<file path="src/rtl/fetch_pkg.sv">
// rtl/fetch_pkg.sv - shared constants, state encoding and helpers for the fetch controller
package fetch_pkg;

  localparam logic [31:0] RESET_PC_DEFAULT = 32'h00003000;
  localparam logic [31:0] NOP_INSTR        = 32'h00000000;

  typedef enum logic [1:0] {
    ST_IDLE = 2'd0,
    ST_REQ  = 2'd1,
    ST_WAIT = 2'd2,
    ST_FULL = 2'd3
  } fetch_state_t;

  // Instructions are word aligned; redirect targets drop their low two bits.
  function automatic logic [31:0] align_pc(input logic [31:0] addr);
    return {addr[31:2], 2'b00};
  endfunction

endpackage

</file>
<file path="src/rtl/fetch_buf.sv">
// rtl/fetch_buf.sv - single-entry output buffer holding the fetched instruction for IF/ID
module fetch_buf
  import fetch_pkg::*;
(
  input  logic        clk,
  input  logic        rst,
  input  logic        load,
  input  logic [31:0] load_pc,
  input  logic [31:0] load_instr,
  input  logic        flush,
  input  logic        pop,
  output logic        valid,
  output logic [31:0] buf_pc,
  output logic [31:0] buf_instr
);

  // Flush and pop both empty the entry; the pc/instr fields only change on load
  // so they stay stable for as long as the entry is held.
  always_ff @(posedge clk or negedge rst) begin
    if (!rst) begin
      valid     <= 1'b0;
      buf_pc    <= 32'h0;
      buf_instr <= NOP_INSTR;
    end else if (flush || pop) begin
      valid <= 1'b0;
    end else if (load) begin
      valid     <= 1'b1;
      buf_pc    <= load_pc;
      buf_instr <= load_instr;
    end
  end

endmodule

</file>
<file path="src/rtl/fetch_ctrl.sv">
// rtl/fetch_ctrl.sv - instruction fetch controller with one outstanding request and redirect/kill handling
module fetch_ctrl
  import fetch_pkg::*;
#(
  parameter logic [31:0] RESET_PC = RESET_PC_DEFAULT
) (
  input  logic        clk,
  input  logic        rst,
  output logic        imem_req,
  output logic [31:0] imem_addr,
  input  logic        imem_gnt,
  input  logic        imem_rvalid,
  input  logic [31:0] imem_rdata,
  input  logic        redir_valid,
  input  logic [31:0] redir_pc,
  output logic        out_valid,
  output logic [31:0] out_pc,
  output logic [31:0] out_instr,
  input  logic        out_ready,
  output logic [31:0] pc
);

  fetch_state_t state_q, state_d;
  logic [31:0]  pc_q;
  logic [31:0]  fetch_pc_q;
  logic         kill_q;
  logic         buf_load;
  logic         buf_flush;
  logic         buf_pop;
  logic         granted;

  assign granted = (state_q == ST_REQ) && imem_gnt;

  // State register; IDLE is only left on the first edge after reset release.
  always_ff @(posedge clk or negedge rst) begin
    if (!rst) state_q <= ST_IDLE;
    else      state_q <= state_d;
  end

  // Next-state: a response that was killed (earlier or by a coincident redirect) returns to REQ.
  always_comb begin
    state_d = state_q;
    case (state_q)
      ST_IDLE: state_d = ST_REQ;
      ST_REQ:  if (imem_gnt) state_d = ST_WAIT;
      ST_WAIT: if (imem_rvalid) state_d = (kill_q || redir_valid) ? ST_REQ : ST_FULL;
      ST_FULL: if (redir_valid || out_ready) state_d = ST_REQ;
      default: state_d = ST_IDLE;
    endcase
  end

  // Output/control decode: request in REQ, buffer load/flush/pop strobes.
  always_comb begin
    imem_req  = 1'b0;
    buf_load  = 1'b0;
    buf_flush = 1'b0;
    buf_pop   = 1'b0;
    case (state_q)
      ST_REQ:  imem_req = 1'b1;
      ST_WAIT: buf_load = imem_rvalid && !kill_q && !redir_valid;
      ST_FULL: begin
        buf_flush = redir_valid;
        buf_pop   = out_ready && !redir_valid;
      end
      default: ;
    endcase
  end

  // PC, in-flight address and kill flag; a redirect always wins over the sequential increment.
  always_ff @(posedge clk or negedge rst) begin
    if (!rst) begin
      pc_q       <= RESET_PC;
      fetch_pc_q <= RESET_PC;
      kill_q     <= 1'b0;
    end else begin
      if (redir_valid)  pc_q <= align_pc(redir_pc);
      else if (granted) pc_q <= pc_q + 32'd4;

      if (granted) fetch_pc_q <= pc_q;

      if (state_q == ST_WAIT && imem_rvalid)      kill_q <= 1'b0;
      else if (state_q == ST_WAIT && redir_valid) kill_q <= 1'b1;
      else if (granted && redir_valid)            kill_q <= 1'b1;
    end
  end

  assign imem_addr = pc_q;
  assign pc        = pc_q;

  fetch_buf u_buf (
    .clk        (clk),
    .rst        (rst),
    .load       (buf_load),
    .load_pc    (fetch_pc_q),
    .load_instr (imem_rdata),
    .flush      (buf_flush),
    .pop        (buf_pop),
    .valid      (out_valid),
    .buf_pc     (out_pc),
    .buf_instr  (out_instr)
  );

endmodule

</file>
<file path="config.mk">
export PLATFORM = sky130hd
export DESIGN_NAME = fetch_ctrl
export DESIGN_NICKNAME = d
export VERILOG_FILES = /design/src/rtl/fetch_pkg.sv /design/src/rtl/fetch_buf.sv /design/src/rtl/fetch_ctrl.sv
export SDC_FILE = /design/constraint.sdc
export NUM_CORES = 1
export LEC_CHECK = 0
export CAP_MARGIN = 20
export CORE_MARGIN = 2
export CORE_UTILIZATION = 41
export DETAILED_ROUTE_END_ITERATION = 6
export GPL_TIMING_DRIVEN = 1
export PLACE_DENSITY_LB_ADDON = 0.05
export SYNTH_ARGS = -nofsm -noshare
export SYNTH_HDL_FRONTEND = slang
export SYNTH_SLANG_ARGS = --single-unit
</file>
<file path="constraint.sdc">
create_clock -name clk -period 1.9 [get_ports clk]
set_input_delay 0.19 -clock clk [delete_from_list [all_inputs] [get_ports clk]]
set_output_delay 0.19 -clock clk [all_outputs]
set_load 0.01 [all_outputs]
</file>
==> results_dict.tcl <==
set metrics [dict create \
    synth_cells 530 \
    crit_path_max_incr_delay_ns 0.54 \
    max_slew.worst_pin.slew_ns 0.558 \
    antenna_found_initial 0 \
    grt_max_degree 63 \
    violations "negative setup slack" \
    grt_use_met2 0.335 \
    grt_pass1_wl_mm 24.1 \
    io_pins 200 \
    outcome "finished, violations left" \
    async_flop_share 1.00 \
    period_share 1.00 \
    power_w 0.0103 \
    worstSkewPairLatency_ns 0.42 \
    setup.worst_path.end_class "register" \
    initial_core_util 0.416 \
    setup_viol 1 \
    design_area_um2 8810 \
    fillCellCount 1118 \
    clock-sinks 126 \
    fmax_mhz 526 \
    crit_required_ns 2.26 \
    p_seq_frac 0.374 \
    fin_nets 832 \
    path_class "reg2reg" \
    use_met1 0.278 \
    slew_viol_final 0 \
    max_slew_margin 0.628 \
    synth_edf_count 0 \
    min_period_ns 1.90 \
    cap_violations 0 \
    dpl-instance-area_um2 8060 \
    ys.warnings.count 0 \
    grt_pass1_vias 4745 \
    crit_top_cell "nand4_1" \
    route.detailed.drc 0 \
    cell_internal_pwr_w 0.00745 \
    hold_path.class "in2async" \
    rows 43 \
    crit_arrival_ns 2.26 \
    wire_per_inst_um 16.7 \
    cp_slowest_cell "or4_1" \
    leakage_nw 3.99 \
    drt-total-wl_mm 15.9 \
    yosys.area.top_type "dfrtp_1" \
    die_h_um 122 \
    dp_hpwl_mm 11.0 \
    synth_top_area_share 0.534 \
    clock_path_buffers 2 \
    fin_skew_ns 0.0214 \
    grt_overflow_total 0 \
    numCtsBuffers 17 \
    path_cells "nand4_1, buf_4, or4_4, or4_1, nand4_1" \
    grt.total_usage 0.211 \
    drtIter0Drc 279 \
    avgSynthCellArea_um2 10.8 \
    setup_slack_ns -0.00104 \
    path_buf_inv 1 \
    ys_ff_latch 126 \
    final_util 0.642 \
    peakVddDrop_mv 0.579 \
    clockRootBuffer "clkbuf_16" \
    drt_first_pass_iters 4 \
    die_x_um 122 \
    dieArea_um2 14900 \
    yosysUniqueCellTypes 42 \
    gp_congestion 0.905 \
    synth-main-ff-cell "dfrtp_1" \
    net-switching-power_w 0.00289 \
    core_um2 13700 \
    power_frac_comb 0.302 \
    ys_top_cells_by_area "dfrtp_1, mux2_2, nand2_1" \
    cp_max_fo 7 \
    rsz0062_at_grt "yes" \
    clk_pin_slew_ns 0.05 \
    numPortBuffers 191 \
    post_layout_nonfiller_instances 950 \
    antenna-diode-count 0 \
    hold_viol_final 0 \
    hold_ws_ns 0.306 \
    place_inst 909 \
    routed_via_density 5.06 \
    h-tree-depth 4 \
    cts_tree "built" \
    switching_share 0.279 \
    gr-usage-met3 0.0548 \
    drive_gt1_frac 0.240 \
    power.share.clock 0.324 \
    ys_seq_area_frac 0.553 \
    syn2layout_area_growth_pct 54.3 \
    syn-cell-area_um2 5710 \
    cellPowerDensity_nw_per_um2 1170 \
    top_usage_layer "met2" \
    cp_top_family "simple AND/OR/NAND/NOR gates" \
    ant_nets 0 \
    vias 4811 \
    start_kind "register" \
]
## metrics by stage
stage / TNS, ns / setup WS, ns
finish: -0.00104 / -0.00104
global route: -0.300 / -0.0826
CTS: -0.320 / -0.0799
detailed placement: -10.14 / -0.197
global placement: -8.00 / -0.154
floorplan: -0.205 / -0.0905
## power by group through the flow
stage | clock network [W] | logic [W] | registers [W]
after global placement | 0 | 0.00305 | 0.00388
after detailed placement | 0 | 0.00310 | 0.00392
after global routing | 0.00354 | 0.00340 | 0.00398
after CTS | 0.00340 | 0.00311 | 0.00388
after floorplan | 0 | 0.00121 | 0.00410
final | 0.00335 | 0.00312 | 0.00387
## Yosys cell counts (2+ instances only)
master	n
dfstp_2	4
mux2_2	62
nand2_1	112
o31ai_1	12
nor2_1	21
clkbuf_1	22
nand3_1	13
a31oi_1	16
nand4_1	13
o211ai_1	2
buf_4	36
xor2_1	5
nor3_1	2
ha_1	4
or3_1	5
or4_1	15
inv_1	8
o311ai_0	3
dfrtp_1	122
and3_1	5
xnor2_1	5
and4_1	5
o21ai_0	19
## registers in the layout, summed over array words and instances (netlist names)
| register | count |
|---|---|
| imem_addr | 30 |
| u_buf.buf_instr | 32 |
| kill_q | 1 |
| u_buf.buf_pc | 30 |
| fetch_pc_q | 30 |
| u_buf.valid | 1 |
| state_q | 2 |
## routing by layer
metal  wire length (um)  share of wire  vias to the layer above
met5                  0              0                        -
met4                282          0.018                        0
met3                998          0.063                       24
met2               7440           0.47                      178
met1               7150           0.45                     2337
li1                   -              -                     2272
## final cells by class
type / instances / area [um2] / share of cell area
Sequential cell: 126 / 3160 / 0.359
Timing Repair Buffer: 264 / 2540 / 0.288
Multi-Input combinational cell: 340 / 2240 / 0.254
Clock buffer: 26 / 509 / 0.0578
Tap cell: 180 / 225 / 0.0256
Clock inverter: 5 / 103 / 0.0116
Inverter: 9 / 33.8 / 0.00383
## final timing paths
kind	start	end	slack [ns]	cells after the start
worst max-delay path	imem_addr[16]$_DFFE_PN0P_	imem_addr[30]$_DFFE_PN0P_	-0.001	5
worst min-delay path	rst	imem_addr[9]$_DFFE_PN0P_	0.31	2
worst max register to register	imem_addr[16]$_DFFE_PN0P_	imem_addr[30]$_DFFE_PN0P_	-0.001	5
worst min register to register	fetch_pc_q[12]$_DFFE_PN1P_	fetch_pc_q[12]$_DFFE_PN1P_	0.45	2
max in group asynchronous	rst	u_buf.buf_instr[17]$_DFFE_PN0P_	0.97	3
min in group clk	redir_pc[4]	imem_addr[4]$_DFFE_PN0P_	0.33	3
## layout by cell type, fill, tap and decap left out, types with 2 or more instances in the layout
cell,instances
a31oi_1,16
and3_1,4
and4_1,5
buf_12,5
buf_4,66
bufinv_16,3
clkbuf_1,4
clkbuf_16,18
clkbuf_8,5
clkdlybuf4s50_1,189
conb_1,6
dfrtp_1,118
dfrtp_2,4
dfstp_2,4
ha_1,3
inv_1,7
mux2_2,62
nand2_1,110
nand3_1,12
nand4_1,13
nor2_1,21
nor3_1,2
o211ai_1,2
o21ai_0,19
o311ai_1,2
o31ai_1,12
or3_1,3
or3_4,2
or4_1,13
or4_4,4
xnor2_1,5
xor2_1,5
## logic make-up (layout without fill, tap and decap cells)
logic type | count (synthesis) | in the layout | synth area share
flip-flops | 126 | 126 | 0.553
multiplexers | 63 | 63 | 0.124
XOR/XNOR | 10 | 10 | 0.0153
other | 1 | 6 | 0.000656
AO/OA/AOI/OAI | 57 | 57 | 0.0633
AND/OR/NAND/NOR | 199 | 200 | 0.164
buffers and inverters | 70 | 304 | 0.0712
adder cells (fa/ha/maj) | 4 | 4 | 0.00876
## timing repair
action / CTS / global route
cloned: 0 / 2
hold buffers: 1 / 0
endpoints found under the setup margin: 14 / 78
hold endpoints to repair: 32 / 0
pin swaps: 3 / 17
buffers inserted: 1 / 6
resized for setup: 5 / 14
Power figures use the tool's default switching activity.
